--- src/rtl/nn_fixed_pkg.sv ---
// Shared fixed-point constants and MAC state encoding for the neuron datapath.
// Latency: none (types, constants and a width helper only).
// Backpressure: not applicable.
package nn_fixed_pkg;

  localparam int DATA_W            = 8;
  localparam int FRAC_BITS_DEFAULT = 4;
  localparam int PROD_W            = 16;

  typedef enum logic {
    ST_ACCUM = 1'b0,
    ST_HOLD  = 1'b1
  } mac_state_e;

  // Accumulator width that can hold n full-width products plus a shifted bias.
  function automatic int acc_width(input int n);
    return PROD_W + $clog2(n) + 1;
  endfunction

endpackage

--- src/rtl/neuron_mac_fit.sv ---
// Scales the accumulator down to Q4.4 (floor) and fits it into 8 bits.
// Latency: combinational. Backpressure: not applicable.
// NEURON_MAC_SAT_EN defined: saturate to [-128,127]; undefined: keep low 8 bits.
module neuron_mac_fit
  import nn_fixed_pkg::*;
#(
  parameter int ACC_W     = 19,
  parameter int FRAC_BITS = FRAC_BITS_DEFAULT
) (
  input  logic signed [ACC_W-1:0]  acc_i,
  output logic        [DATA_W-1:0] z_o
);

  logic signed [ACC_W-1:0] shifted;

  // Arithmetic shift drops the fraction bits toward negative infinity.
  assign shifted = acc_i >>> FRAC_BITS;

`ifdef NEURON_MAC_SAT_EN
  logic fits;

  // Value fits in 8 bits when everything above bit 7 is a copy of bit 7.
  assign fits = (shifted[ACC_W-1:DATA_W-1] == {(ACC_W-DATA_W+1){shifted[DATA_W-1]}});

  // Clamp to the most negative / most positive 8-bit code on overflow.
  always_comb begin
    z_o = shifted[DATA_W-1:0];
    if (!fits) begin
      z_o = shifted[ACC_W-1] ? {1'b1, {(DATA_W-1){1'b0}}} : {1'b0, {(DATA_W-1){1'b1}}};
    end
  end
`else
  logic unused_high_bits;

  // Two's-complement wrap: the high bits are intentionally discarded.
  assign z_o              = shifted[DATA_W-1:0];
  assign unused_high_bits = ^shifted[ACC_W-1:DATA_W];
`endif

endmodule

--- src/rtl/neuron_mac.sv ---
// Neuron pre-activation: z = fit8((bias<<<F + sum x*w) >>> F) over N_INPUTS pairs.
// Latency: z_value valid 1 cycle after the last accepted pair.
// Backpressure: in_ready low while a result waits in HOLD; released by out_ready. NEURON_MAC_SAT_EN selects saturation.
module neuron_mac
  import nn_fixed_pkg::*;
#(
  parameter int N_INPUTS  = 4,
  parameter int FRAC_BITS = FRAC_BITS_DEFAULT
) (
  input  logic              clk,
  input  logic              rst_n,
  input  logic              in_valid,
  output logic              in_ready,
  input  logic signed [7:0] x,
  input  logic signed [7:0] w,
  input  logic signed [7:0] bias,
  output logic              out_valid,
  input  logic              out_ready,
  output logic signed [7:0] z_value
);

  localparam int ACC_W = acc_width(N_INPUTS);
  localparam int CNT_W = $clog2(N_INPUTS);
  localparam logic [CNT_W-1:0] CNT_LAST = CNT_W'(N_INPUTS - 1);

  mac_state_e               state_q, state_d;
  logic [CNT_W-1:0]         count_q, count_d;
  logic signed [ACC_W-1:0]  acc_q, acc_d;
  logic [DATA_W-1:0]        z_q, z_d;

  logic signed [PROD_W-1:0] prod;
  logic signed [ACC_W-1:0]  prod_ext;
  logic signed [ACC_W-1:0]  bias_term;
  logic signed [ACC_W-1:0]  acc_base;
  logic signed [ACC_W-1:0]  acc_next;
  logic [DATA_W-1:0]        fit_z;

  // Full-precision product; bias is promoted to the product's Q8.8 scale.
  assign prod      = x * w;
  assign prod_ext  = {{(ACC_W-PROD_W){prod[PROD_W-1]}}, prod};
  assign bias_term = {{(ACC_W-DATA_W){bias[DATA_W-1]}}, bias} <<< FRAC_BITS;

  // First pair of an evaluation restarts from the bias instead of the old sum.
  assign acc_base = (count_q == '0) ? bias_term : acc_q;
  assign acc_next = acc_base + prod_ext;

  neuron_mac_fit #(
    .ACC_W     (ACC_W),
    .FRAC_BITS (FRAC_BITS)
  ) u_fit (
    .acc_i (acc_next),
    .z_o   (fit_z)
  );

  // Next-state, handshake outputs and datapath updates.
  always_comb begin
    state_d   = state_q;
    count_d   = count_q;
    acc_d     = acc_q;
    z_d       = z_q;
    in_ready  = 1'b0;
    out_valid = 1'b0;
    case (state_q)
      ST_ACCUM: begin
        in_ready = 1'b1;
        if (in_valid) begin
          acc_d = acc_next;
          if (count_q == CNT_LAST) begin
            count_d = '0;
            z_d     = fit_z;
            state_d = ST_HOLD;
          end else begin
            count_d = count_q + CNT_W'(1);
          end
        end
      end
      ST_HOLD: begin
        out_valid = 1'b1;
        if (out_ready) begin
          state_d = ST_ACCUM;
        end
      end
      default: state_d = ST_ACCUM;
    endcase
  end

  // State and datapath registers; reset discards any partial sum.
  always_ff @(posedge clk or negedge rst_n) begin
    if (!rst_n) begin
      state_q <= ST_ACCUM;
      count_q <= '0;
      acc_q   <= '0;
      z_q     <= '0;
    end else begin
      state_q <= state_d;
      count_q <= count_d;
      acc_q   <= acc_d;
      z_q     <= z_d;
    end
  end

  assign z_value = z_q;

endmodule

--- config.mk ---
export PLATFORM = sky130hd
export DESIGN_NAME = neuron_mac
export DESIGN_NICKNAME = d
export VERILOG_FILES = /design/src/rtl/nn_fixed_pkg.sv /design/src/rtl/neuron_mac_fit.sv /design/src/rtl/neuron_mac.sv
export SDC_FILE = /design/constraint.sdc
export NUM_CORES = 1
export LEC_CHECK = 0
export ABC_CLOCK_PERIOD_IN_PS = 5150
export CORE_ASPECT_RATIO = 1.2
export CORE_MARGIN = 4
export CORE_UTILIZATION = 40
export DETAILED_ROUTE_END_ITERATION = 12
export PLACE_DENSITY_LB_ADDON = 0.12
export SLEW_MARGIN = 40
export SYNTH_ARGS = -nofsm -noshare
export SYNTH_HDL_FRONTEND = slang
export SYNTH_SLANG_ARGS = --single-unit
--- constraint.sdc ---
create_clock -name clk -period 5.15 [get_ports clk]
set_clock_uncertainty 0.15 [all_clocks]
set_input_delay 1.03 -clock clk [delete_from_list [all_inputs] [get_ports clk]]
set_output_delay 1.03 -clock clk [all_outputs]
set_load 0.05 [all_outputs]
==> metrics.md <==
| Metric | Value |
|---|---|
| Synth Net Count | `roughly 400` |
| Endpoints failing hold | `0` |
| Gr ovfl total | `0` |
| Die Width | `87.51 microns` |
| Syn. warnings | `0` |
| Worst Hold Endpoint | `acc_q[11]$_DFFE_PN0P_` |
| Final WL | `approximately 6400 microns` |
| # diodes | `0` |
| Synth unique cells | `30` |
| Layout cells sized above 1 | `0.3029` |
| Initial DRT Pass Iterations | `4` |
| Clk buf depth | `2` |
| GP Congestion | `around 0.77` |
| Initial antenna violation count | `0` |
| Cells after Synth | `301` |
| Worst-Skew Late Latency | `between 200 and 300 ps` |
| #FFs+latches synth | `23` |
| Vias in the first global route | `2484` |
| Die area | `around 9000 sq um` |
| Root buffer cell | `clkbuf_8` |
| CP max stage cell | `fa_1` |
| Critical path required time | `between 5000 and 6000 ps` |
| Worst path max stage delay | `560 ps` |
| Post-synthesis compound-gate area fraction | `0.05485` |
| WL/cell | `approximately 14 microns` |
| Vias per cell | `4.711` |
| # rows | `34` |
| Fmax | `200.0 MHz` |
| Clock slew at reported path FFs | `about 80 ps` |
| Top FF cell, synth | `dfrtp_1` |
| # clock sinks | `23` |
| GR Util All Layers | `0.1636` |
| Hold Path Class | `reg2reg` |
| Utilization after layout | `0.5424` |
| DRC Markers | `0` |
| Most frequent cells in the layout | `inv_1, nand2_1, fa_1, buf_4, and2_1` |
| NumNets Final | `479` |
| Final setup fails | `0` |
| Largest cells by area after synthesis | `fa_1, dfrtp_1, ha_1, inv_1, and2_1` |
| Synth Area in Adders | `0.4338` |
| Worst Reg2Reg Path Length in Cells | `19` |
| Commonest non-fill, non-tap cell in the layout | `inv_1` |
| CTS tree | `yes` |
| # H-tree levels | `1` |
| Synth top area share | `0.3101` |
| I/O pin cnt | `38` |
| Post-synth ARST share | `1.000` |
| Largest family of logic cells by synthesized area | `adder cells` |
| CORE AREA | `between 7000 and 8000 sq um` |
| Hold Crit Start | `acc_q[11]$_DFFE_PN0P_` |
| Syn avg cell area | `between 10 and 15 sq um` |
| Max-cap violations | `0` |
| First-pass GRT wire length | `about 12000 microns` |
| Pre-CTS setup slack | `-711.1 ps` |
| Reg-to-Reg End | `z_value[6]$_DFFE_PN0P_` |
| Port bufs | `37` |
| Area grow syn2layout | `30.80%` |
| Cell mode on critical path | `fa_1` |
| First-iteration detailed-routing DRC count | `38` |
| Worst setup margin | `around 150 ps` |
| Fillers | `roughly 670` |
| R2R Setup Slk | `220 ps` |
| Area leader, netlist | `fa_1` |
| Synth Area in XOR/XNOR | `0.06103` |
| Netlist Area Pre-Place | `3034 sq um` |
| Largest net degree at the start of global routing | `24` |
| Measured slew at the worst slew-check pin | `~710 ps` |
| Post-Synth Simple-Gate Area | `0.1353` |
| Crit Path Max Fanout | `4` |
| Die height | `103.4 microns` |
| Slew margin rel. | `0.5222` |
| Period minus WS final | `~5000 ps` |
| WHS Path Cells | `2` |
| R2R Path Start | `count_q[0]$_DFFE_PN0P_` |
| Slew Limit Fails | `0` |
| Crit. Startpoint | `w[5]` |
| Seq/Total Area, Yosys | `0.1897` |
| Critical setup path kind | `in2reg` |
| HPWL after detailed placement | `around 5500 microns` |
| Initial Util | `0.4147` |
| Critical Path AT | `4980 ps` |
| Post-synthesis mux area share | `0.05402` |
| Status | `complete, no violations` |
| Tcrit/Tclk final | `0.9711` |
| Via count | `~2200` |
| Worst path cell trace | `clkdlybuf4s15_1, nand2_2, fa_1, fa_1, inv_1, fa_1, fa_1, fa_1, ha_4, inv_1, o31ai_2, a21oi_2, a21oi_4, xnor2_2, o21ai_1` |
| Worst Setup Start Kind | `primary input` |
| CP endpoint kind | `register` |
| TritonCTS buffer count | `3` |
| Number of synthesized flops with an enable pin | `0` |
| ANT nets after route | `0` |
==> cell usage after synthesis (all sizes together) (4+ instances only) <==
master,count
inv,50
fa,47
nand2,42
ha,30
and2,27
dfrtp,23
o21ai,15
xnor2,13
mux2,11
nand2b,5
a21oi,4
clkbuf,4
mux2i,4
nor2,4
==> registers in the layout, indices dropped and copies added, names as in the netlist <==
register,flops
acc_q,12
count_q,2
state_q,1
z_value,8
==> logic make-up after synthesis <==
group / Yosys count
compound gates: 27
xor+xnor: 18
fa+ha+maj: 77
buf+inv: 57
flops: 23
mux: 15
simple gates: 84
==> metal layers <==
layer,routed length [microns],GRT usage
met1,2970,0.2289
met4,65,0.03896
met2,3199,0.2802
met3,175,0.008716
met5,0,0
==> worst max-delay path by stage <==
stage / depth (start not counted) / slack (ps) / end
3_3_place_gp: 17 / -650 / z_value[6]$_DFFE_PN0P_
4_1_cts: 16 / 2 / acc_q[11]$_DFFE_PN0P_
2_1_floorplan: 15 / 20 / acc_q[11]$_DFFE_PN0P_
3_5_place_dp: 18 / -710 / acc_q[10]$_DFFE_PN0P_
6_report: 15 / 150 / acc_q[11]$_DFFE_PN0P_
5_1_grt: 18 / -30 / z_value[6]$_DFFE_PN0P_
==> stage by stage <==
stage | std cells | TNS (ps) | hold slack [ps] | cell area [sq um]
after floorplan | 301 | 0 | 294.6 | 3062
after global placement | 458 | -5631 | 308.2 | 3792
after detailed placement | 458 | -6143 | 320.3 | 3787
after CTS | 463 | 0 | 341.6 | 3864
after global routing | 463 | -27.47 | 370.1 | 3969
final | 463 | 0 | 342.4 | 3969
==> layout make-up <==
class,count,area [sq um],area share
clock buffers,4,45.04,0.01135
inverters,50,187.7,0.04729
multi-input cells,221,2456,0.6189
flip-flops and latches,23,575.6,0.1450
well taps,90,112.6,0.02837
repair buffers,75,591.8,0.1491
==> repair_timing <==
item | in CTS | in global routing
endpoints found under the setup margin | 10 | 8
hold buffers | 0 | 0
buffers inserted | 1 | 0
gates cloned | 0 | 0
pin swaps | 22 | 40
resized for setup | 40 | 62
==> critical path: cells and delay by family <==
kind	cells	cell delay, ps
and+or+nand+nor	1	60
adders and majority gates	6	2830
xor gates and xnor gates	1	140
AOI/OAI and AO/OA	4	610
buffers and inverters	3	310
Power is left out: the tool's default activity adds up to more than one toggle a clock period on the data nets, which glitch-free logic cannot reach.
